$ cat config.mk
export PLATFORM = sky130hd
export DESIGN_NAME = axis_frame_gen
export DESIGN_NICKNAME = d
export VERILOG_FILES = /design/src/rtl/axis_frame_pkg.sv /design/src/rtl/axis_frame_gen.sv
export SDC_FILE = /design/constraint.sdc
export NUM_CORES = 1
export LEC_CHECK = 0
export BUFFER_PORTS_ARGS = -buffer_cell sky130_fd_sc_hd__buf_4
export CAP_MARGIN = 20
export CORE_MARGIN = 5
export CORE_UTILIZATION = 41
export CTS_CLUSTER_DIAMETER = 30
export DETAILED_ROUTE_END_ITERATION = 8
export PLACE_DENSITY = 0.84
export SYNTH_ARGS = -nofsm -noshare
export SYNTH_HDL_FRONTEND = slang
export SYNTH_SLANG_ARGS = --single-unit
$ cat constraint.sdc
create_clock -name clk -period 1.6 [get_ports clk]
set_input_delay 0.08 -clock clk [delete_from_list [all_inputs] [get_ports clk]]
set_output_delay 0.08 -clock clk [all_outputs]
set_load 0.005 [all_outputs]
$ cat src/rtl/axis_frame_pkg.sv
// Shared types and helpers for the AXI-Stream frame generator.
//   state_t   : generator FSM states
//   keep_mask : low-aligned contiguous byte mask with min(rem, kw) bits set
//   beats     : ceil(len / kw), the number of beats a frame occupies
package axis_frame_pkg;

  localparam int MAX_KEEP = 128;

  typedef enum logic {IDLE, SEND} state_t;

  function automatic logic [MAX_KEEP-1:0] keep_mask(input logic [31:0] rem, input int kw);
    logic [MAX_KEEP-1:0] m;
    m = '0;
    for (int i = 0; i < MAX_KEEP; i++)
      if (i < kw && 32'(i) < rem) m[i] = 1'b1;
    return m;
  endfunction

  function automatic int beats(input int len, input int kw);
    return (len + kw - 1) / kw;
  endfunction

endpackage

$ cat src/rtl/axis_frame_gen.sv
// AXI-Stream frame generator: takes a byte-length command and emits one frame
// of exactly that many bytes carrying an incrementing byte pattern.
// Ports:
//   clk, rst               clock, synchronous active-high reset
//   s_len/_valid/_ready    length command (bytes, or beats when KEEP_ENABLE=0)
//   m_axis_*               output stream (tdata, tkeep, tvalid, tready, tlast)
//   busy                   high while a frame is in progress
// Every output is decoded from registered state only, so neither tready nor
// s_len_valid has a combinational path to an output.
module axis_frame_gen
  import axis_frame_pkg::*;
#(
  parameter int DATA_WIDTH  = 64,
  parameter int KEEP_ENABLE = (DATA_WIDTH > 8),
  parameter int KEEP_WIDTH  = DATA_WIDTH / 8,
  parameter int LEN_WIDTH   = 16
) (
  input  logic                  clk,
  input  logic                  rst,
  input  logic [LEN_WIDTH-1:0]  s_len,
  input  logic                  s_len_valid,
  output logic                  s_len_ready,
  output logic [DATA_WIDTH-1:0] m_axis_tdata,
  output logic [KEEP_WIDTH-1:0] m_axis_tkeep,
  output logic                  m_axis_tvalid,
  input  logic                  m_axis_tready,
  output logic                  m_axis_tlast,
  output logic                  busy
);

  // Length units consumed per beat.
  localparam int STEP = KEEP_ENABLE ? KEEP_WIDTH : 1;

  state_t               state;
  logic [LEN_WIDTH-1:0] rem;
  logic [7:0]           off;

  logic                  sending;
  logic                  last;
  logic [KEEP_WIDTH-1:0] keep_last;

  assign sending   = (state == SEND);
  // rem is never 0 in SEND, so rem <= 1 is the same as rem == 1 in beat mode.
  assign last      = (rem <= LEN_WIDTH'(STEP));
  assign keep_last = KEEP_WIDTH'(keep_mask(32'(rem), KEEP_WIDTH));

  assign s_len_ready   = !sending;
  assign busy          = sending;
  assign m_axis_tvalid = sending;
  assign m_axis_tlast  = sending && last;
  assign m_axis_tkeep  = !sending ? '0 :
                         (KEEP_ENABLE != 0 && last) ? keep_last : '1;

  // Byte lane g carries (off + g) mod 256 where enabled, zero elsewhere.
  for (genvar g = 0; g < KEEP_WIDTH; g++) begin : g_lane
    assign m_axis_tdata[g*8 +: 8] = m_axis_tkeep[g] ? (off + 8'(g)) : 8'd0;
  end

  always_ff @(posedge clk) begin
    if (rst) begin
      state <= IDLE;
      rem   <= '0;
      off   <= '0;
    end else begin
      case (state)
        IDLE: begin
          // Zero-length commands are consumed and dropped.
          if (s_len_valid && s_len != '0) begin
            rem   <= s_len;
            off   <= 8'd0;
            state <= SEND;
          end
        end
        SEND: begin
          if (m_axis_tready) begin
            if (last) begin
              state <= IDLE;
            end else begin
              rem <= rem - LEN_WIDTH'(STEP);
              off <= off + 8'(STEP);
            end
          end
        end
        default: state <= IDLE;
      endcase
    end
  end

endmodule

==> flow_metrics.env, run 1 <==
export IMPL_synth_edf_count=0
export IMPL_core_area_sq_um=4380
export IMPL_worstSkewPairLatency_ns=0.27
export IMPL_synth_top_area_frac=0.237
export IMPL_ys_seq_area_frac=0.237
export IMPL_synthCells=254
export IMPL_start_util=0.424
export IMPL_place_congestion=0.873
export IMPL_die_y_um=77.3
export IMPL_synth_cell_types=51
export IMPL_yosysMostFrequentCell="and2_1"
export IMPL_grt_use_total=0.265
export IMPL_num_io_pins=96
export IMPL_rsz0062_at_grt="true"
export IMPL_pre_cts_ws_ns=-0.234
export IMPL_setup_viol=80
export IMPL_yosysTopAreaCell="dfxtp_1"
export IMPL_final_util=0.856
export IMPL_power_density_nw_per_um2=876
export IMPL_antenna_found_initial=0
export IMPL_r2r_cells=9
export IMPL_die_w_um=77.3
export IMPL_tightest_slew_ns=0.516
export IMPL_grt_pass1_wl_um=12900
export IMPL_cts_clk_slew_worst_paths_ns=0.09
export IMPL_setup_slack_ns=-0.591
export IMPL_nets=426
export IMPL_drt_iter0_drc=216
export IMPL_period_needed_ns=2.19
export IMPL_clock_skew_final_ns=0.00212
export IMPL_grt_overflow=0
export IMPL_max_freq_mhz=456
export IMPL_worstSetupPathType="reg -> out"
export IMPL_drive_gt1_frac=0.642
export IMPL_ys_ff_latch=22
export IMPL_synth_warnings=0
export IMPL_final_area_sq_um=3750
export IMPL_outcome="complete, but fails checks"
export IMPL_synthTopCellsByArea="dfxtp_1 (24%), and2_1 (12%), buf_4 (7.3%)"
export IMPL_slowest_delay_ns=0.39
export IMPL_slowest_stage="nor4_2"
export IMPL_drc=0
export IMPL_crit_arrival_ns=2.11
export IMPL_rr_endpoint="rem[3]$_SDFFE_PP0P_"
export IMPL_ant_nets=0
export IMPL_port_buffers=83
export IMPL_end_kind="output pin"
export IMPL_routed_wl_um=10000
export IMPL_antenna_cells=0
export IMPL_ys_top_cells_by_count="and2_1 (37), a21oi_1 (26), nor2_1 (25)"
export IMPL_cp_top_family="simple AND/OR/NAND/NOR gates"
export IMPL_first_global_vias=2535
export IMPL_syn_area_sq_um=1860
export IMPL_p_leak_nw=1.72
export IMPL_clk_root_buffer_cell="clkbuf_8"
export IMPL_cts_hold_buf=0
export IMPL_async_flop_share=0
export IMPL_required_ns=1.52
export IMPL_first_pass_iters=5
export IMPL_path_max_fanout=6
export IMPL_via_count=2674
export IMPL_min_path_type="in -> reg"
export IMPL_wl_per_cell_um=22.1
export IMPL_hold_end="rem[0]$_SDFFE_PP0P_"
export IMPL_peakVddDrop_uv=524
export IMPL_syn_area_per_cell_sq_um=7.31
export IMPL_cts_path_max_buffers=2
export IMPL_path_cells="nor4_2 > nand4_1 > buf_6 > nor3_2 > nor2_2 > and2_1 > buf_4"
export IMPL_period_share=1.37
export IMPL_die_area_sq_um=5970
export IMPL_violations="negative setup slack"
export IMPL_grt_max_degree=24
export IMPL_syn2layout_area_growth_pct=102
export IMPL_cts_sinks=22
export IMPL_hold_start="s_len[0]"
export IMPL_ff2ff_setup_slack_ns=-0.30
export IMPL_path_buf_inv=2
export IMPL_synth_ff_type="dfxtp_1"
export IMPL_placed_area_sq_um=2940
export IMPL_cap_violations=0
export IMPL_final_hold_viol_count=0
export IMPL_slew_limit_headroom=0.656
export IMPL_vias_per_cell=5.89
export IMPL_hold_depth=3
export IMPL_cts_tree="yes"
export IMPL_htree_levels=1
export IMPL_critPathLaunchType="flop"
export IMPL_r2r_start="rem[4]$_SDFFE_PP0P_"
export IMPL_rows=24
export IMPL_hpwl_um=5040
export IMPL_cts_buffers=3
export IMPL_report_final_slew_viol_count=0
## tightest hold or removal path: stages
cell     delay, ns
buf_4         0.12
nand2_1       0.08
a21oi_1       0.08
## cell families after synthesis
| family | count (synthesis) | share of synthesized area |
|---|---|---|
| flip-flops | 22 | 0.237 |
| AO/OA/AOI/OAI | 59 | 0.207 |
| adder cells (fa/ha/maj) | 3 | 0.0202 |
| buffers and inverters | 40 | 0.131 |
| XOR/XNOR | 6 | 0.0283 |
| other | 1 | 0.00202 |
| AND/OR/NAND/NOR | 123 | 0.375 |
## metal layers
layer,GRT usage,up-vias,wire length [um]
li1,-,1148,-
met1,0.285,1248,3370
met2,0.503,217,5030
met3,0.0515,61,977
met4,0.0962,0,655
met5,0,-,0
## power breakdown
part	switching, mW	internal [mW]	total, mW
Sequential	0.0841	0.614	0.698
Combinational	0.993	1.06	2.05
Clock	0.206	0.335	0.541
## area by class of cell
class	instances	area, sq um
clock buffer	3	41.3
clock inverter	1	30.0
timing repair buffer	166	1520
inverter	7	28.8
fill	203	631
tap	52	65.1
sequential	22	450
multi-input combinational	203	1620
## sequential cells by signal, indices dropped and copies added, names as in the netlist
name  count
busy      1
rem      16
off       5
## cells in the final DEF (no fill, tap or decap), types with 2 or more instances in the layout
master,n
a211o_1,2
a21oi_1,12
a21oi_2,11
a21oi_4,4
and2_1,18
and2_4,19
and3_1,4
and3_4,2
buf_12,2
buf_16,3
buf_4,112
buf_6,49
clkbuf_8,3
conb_1,12
dfxtp_1,16
dfxtp_2,5
ha_4,2
inv_1,5
nand2_1,17
nand2_2,2
nand2b_1,6
nand4_1,3
nor2_1,13
nor2_2,4
nor2_4,8
nor2b_1,2
nor3_1,4
nor3_2,2
nor3_4,2
nor4_1,4
nor4b_4,2
o2111ai_2,2
o211ai_1,2
o21ai_1,2
o21ai_2,3
o32ai_2,3
or2_4,2
or3_4,2
xor2_1,5
## metrics by stage
stage               power [mW]  std cells  TNS (ns)  hold WS, ns
global route              3.42        454    -37.54        0.131
detailed placement        1.99        424     -7.32        0.349
finish                    3.29        454    -33.77        0.134
floorplan                 1.44        265    -0.706        0.216
CTS                       2.95        446    -16.85       0.0679
global placement          1.95        424     -2.95        0.351
## how the worst max path moves through the flow
stage,start,to,slack [ns],depth (start not counted)
final,rem[12]$_SDFFE_PP0P_,m_axis_tdata[12],-0.59,7
after global routing,rem[12]$_SDFFE_PP0P_,m_axis_tdata[13],-0.63,7
after CTS,rem[9]$_SDFFE_PP0P_,m_axis_tdata[52],-0.35,8
after detailed placement,rem[11]$_SDFFE_PP0P_,m_axis_tdata[20],-0.23,6
after global placement,rem[12]$_SDFFE_PP0P_,m_axis_tdata[21],-0.12,6
after floorplan,rem[9]$_SDFFE_PP0P_,m_axis_tdata[51],-0.04,6
## timing repair
item,CTS,global route
pin swaps,33,29
hold endpoints to repair,0,0
gates resized for setup,71,59
setup endpoints to repair,79,80
gates cloned,3,0
setup buffers,16,9
Power figures use the tool's default switching activity.
==> run 2, diff against run 1 <==
Settings changed: CAP_MARGIN 20 to unset, CORE_UTILIZATION 41 to 35, PLACE_DENSITY 0.84 to 0.75, REMOVE_ABC_BUFFERS set to 1.
==> flow_metrics.env, run 2 (same netlist as run 1, synthesis figures left out) <==
export IMPL_slew_limit_headroom=0.661
export IMPL_seq_power_share=0.252
export IMPL_p_leak_nw=1.59
export IMPL_report_final_slew_viol_count=0
export IMPL_required_ns=1.52
export IMPL_violations="negative setup slack"
export IMPL_clk_root_buffer_cell="clkbuf_8"
export IMPL_period_needed_ns=1.93
export IMPL_drive_gt1_frac=0.585
export IMPL_routed_wl_um=7350
export IMPL_via_count=2354
export IMPL_cts_hold_buf=0
export IMPL_peakVddDrop_uv=572
export IMPL_clock_skew_final_ns=0.00170
export IMPL_path_max_fanout=6
export IMPL_tightest_slew_ns=0.508
export IMPL_outcome="complete, but fails checks"
export IMPL_switching_power_mw=1.11
export IMPL_top_usage_layer="met2"
export IMPL_period_share=1.21
export IMPL_cts_clk_slew_worst_paths_ns=0.08
export IMPL_cts_tree="yes"
export IMPL_first_global_vias=2334
export IMPL_rows=26
export IMPL_first_pass_iters=4
export IMPL_crit_path_end="m_axis_tdata[35]"
export IMPL_setup_slack_ns=-0.331
export IMPL_met1_usage=0.214
export IMPL_rr_endpoint="rem[15]$_SDFFE_PP0P_"
export IMPL_grt_max_degree=24
export IMPL_r2r_cells=7
export IMPL_regMostFlops="rem"
export IMPL_power_density_nw_per_um2=823
export IMPL_final_cell_mix="buf_4 (136), and2_1 (32), nor2_1 (17), nand2_1 (17), dfxtp_1 (14)"
export IMPL_final_area_sq_um=3430
export IMPL_placed_area_sq_um=2830
export IMPL_antenna_cells=0
export IMPL_worstSetupPathType="reg -> out"
export IMPL_port_buffers=83
export IMPL_power_share_switching=0.394
export IMPL_start_util=0.361
export IMPL_cap_violations=0
export IMPL_worstSkewPairLatency_ns=0.27
export IMPL_ant_nets=0
export IMPL_cts_buffers=3
export IMPL_grt_overflow=0
export IMPL_nets=413
export IMPL_fin_tns_setup_ns=-18.07
export IMPL_grt_util_met2=0.371
export IMPL_grt_use_total=0.198
export IMPL_ff2ff_setup_slack_ns=-0.20
export IMPL_die_w_um=82.8
export IMPL_core_area_sq_um=5140
export IMPL_hpwl_um=4800
export IMPL_p_comb_frac=0.620
export IMPL_max_freq_mhz=518
export IMPL_vias_per_cell=5.14
export IMPL_cts_sinks=22
export IMPL_antenna_found_initial=0
export IMPL_final_common_cell="buf_4"
export IMPL_num_io_pins=96
export IMPL_setup_worst_path_start="rem[11]$_SDFFE_PP0P_"
export IMPL_clkPwrFrac=0.129
export IMPL_htree_levels=1
export IMPL_min_path_type="in -> reg"
export IMPL_place_congestion=0.832
export IMPL_wl_per_cell_um=16.1
export IMPL_rsz0062_at_grt="true"
export IMPL_hold_slack_ns=0.0745
export IMPL_p_int_mw=1.71
export IMPL_end_kind="output pin"
export IMPL_grt_pass1_wl_um=11500
export IMPL_die_y_um=82.8
export IMPL_final_hold_viol_count=0
export IMPL_setup_viol=78
export IMPL_critPathLaunchType="flop"
export IMPL_drc=0
export IMPL_cts_path_max_buffers=2
export IMPL_drt_iter0_drc=56
export IMPL_r2r_start="rem[11]$_SDFFE_PP0P_"
export IMPL_syn2layout_area_growth_pct=85.0
export IMPL_die_area_sq_um=6860
export IMPL_crit_arrival_ns=1.85
export IMPL_largest_reg_flops=16
export IMPL_met3_usage=0.0525
-- run 2: cell types whose count changed in the layout (fill, tap and decap cells not counted), sizes merged --
cell    previous run  this run
buf              166       153
bufinv             1         0
-- run 2: repair_timing --
item,CTS,global route
pin swaps,24,24
cloned,3,0
endpoints found under the setup margin,80,81
resized for setup,62,42
hold endpoints to repair,0,0
buffers inserted,10,3
-- run 2: routing by layer --
layer	wire length (um)	part of all wire
met5	0	0
met3	562	0.076
met1	2810	0.38
met4	106	0.014
met2	3870	0.53
-- run 2: final cells by class --
| type | instances | area [sq um] |
|---|---|---|
| fillers | 431 | 1710 |
| multi-input cells | 203 | 1560 |
| repair buffers | 153 | 1250 |
| flip-flops and latches | 22 | 455 |
| well taps | 70 | 87.6 |
| clock buffers | 3 | 41.3 |
| inverters | 7 | 31.3 |
-- run 2: power by group through the flow --
stage	combinational (mW)	clock, mW	sequential (mW)
CTS	1.63	0.358	0.694
floorplan	0.532	0	0.700
global placement	1.22	0	0.685
finish	1.75	0.363	0.711
detailed placement	1.24	0	0.688
global route	1.88	0.384	0.719
-- run 2: worst min-delay path by stage --
stage | startpoint | end | slack [ns] | depth (start not counted)
finish | s_len[1] | rem[1]$_SDFFE_PP0P_ | 0.07 | 3
global route | s_len[0] | rem[0]$_SDFFE_PP0P_ | 0.09 | 3
global placement | s_len[0] | rem[0]$_SDFFE_PP0P_ | 0.35 | 3
CTS | s_len[0] | rem[0]$_SDFFE_PP0P_ | 0.08 | 3
detailed placement | s_len[0] | rem[0]$_SDFFE_PP0P_ | 0.36 | 3
floorplan | rst | rem[4]$_SDFFE_PP0P_ | 0.14 | 1
-- run 2: stage by stage --
stage          std cells  setup slack [ns]  total power [mW]  utilization
6_report             458            -0.331              2.83        0.668
5_1_grt              458            -0.408              2.98        0.668
4_1_cts              458            -0.276              2.68        0.639
3_5_place_dp         442            -0.354              1.92        0.551
3_3_place_gp         442            -0.283              1.90        0.551
2_1_floorplan        232            -0.468              1.23            -
-- run 2: critical path: stages, from the launching register on --
cell	delay, ns
dfxtp_2	0.34
nor4_4	0.31
nand4_1	0.18
buf_6	0.19
buf_6	0.12
nor2_4	0.11
nor2_4	0.07
and2_1	0.15
buf_4	0.13
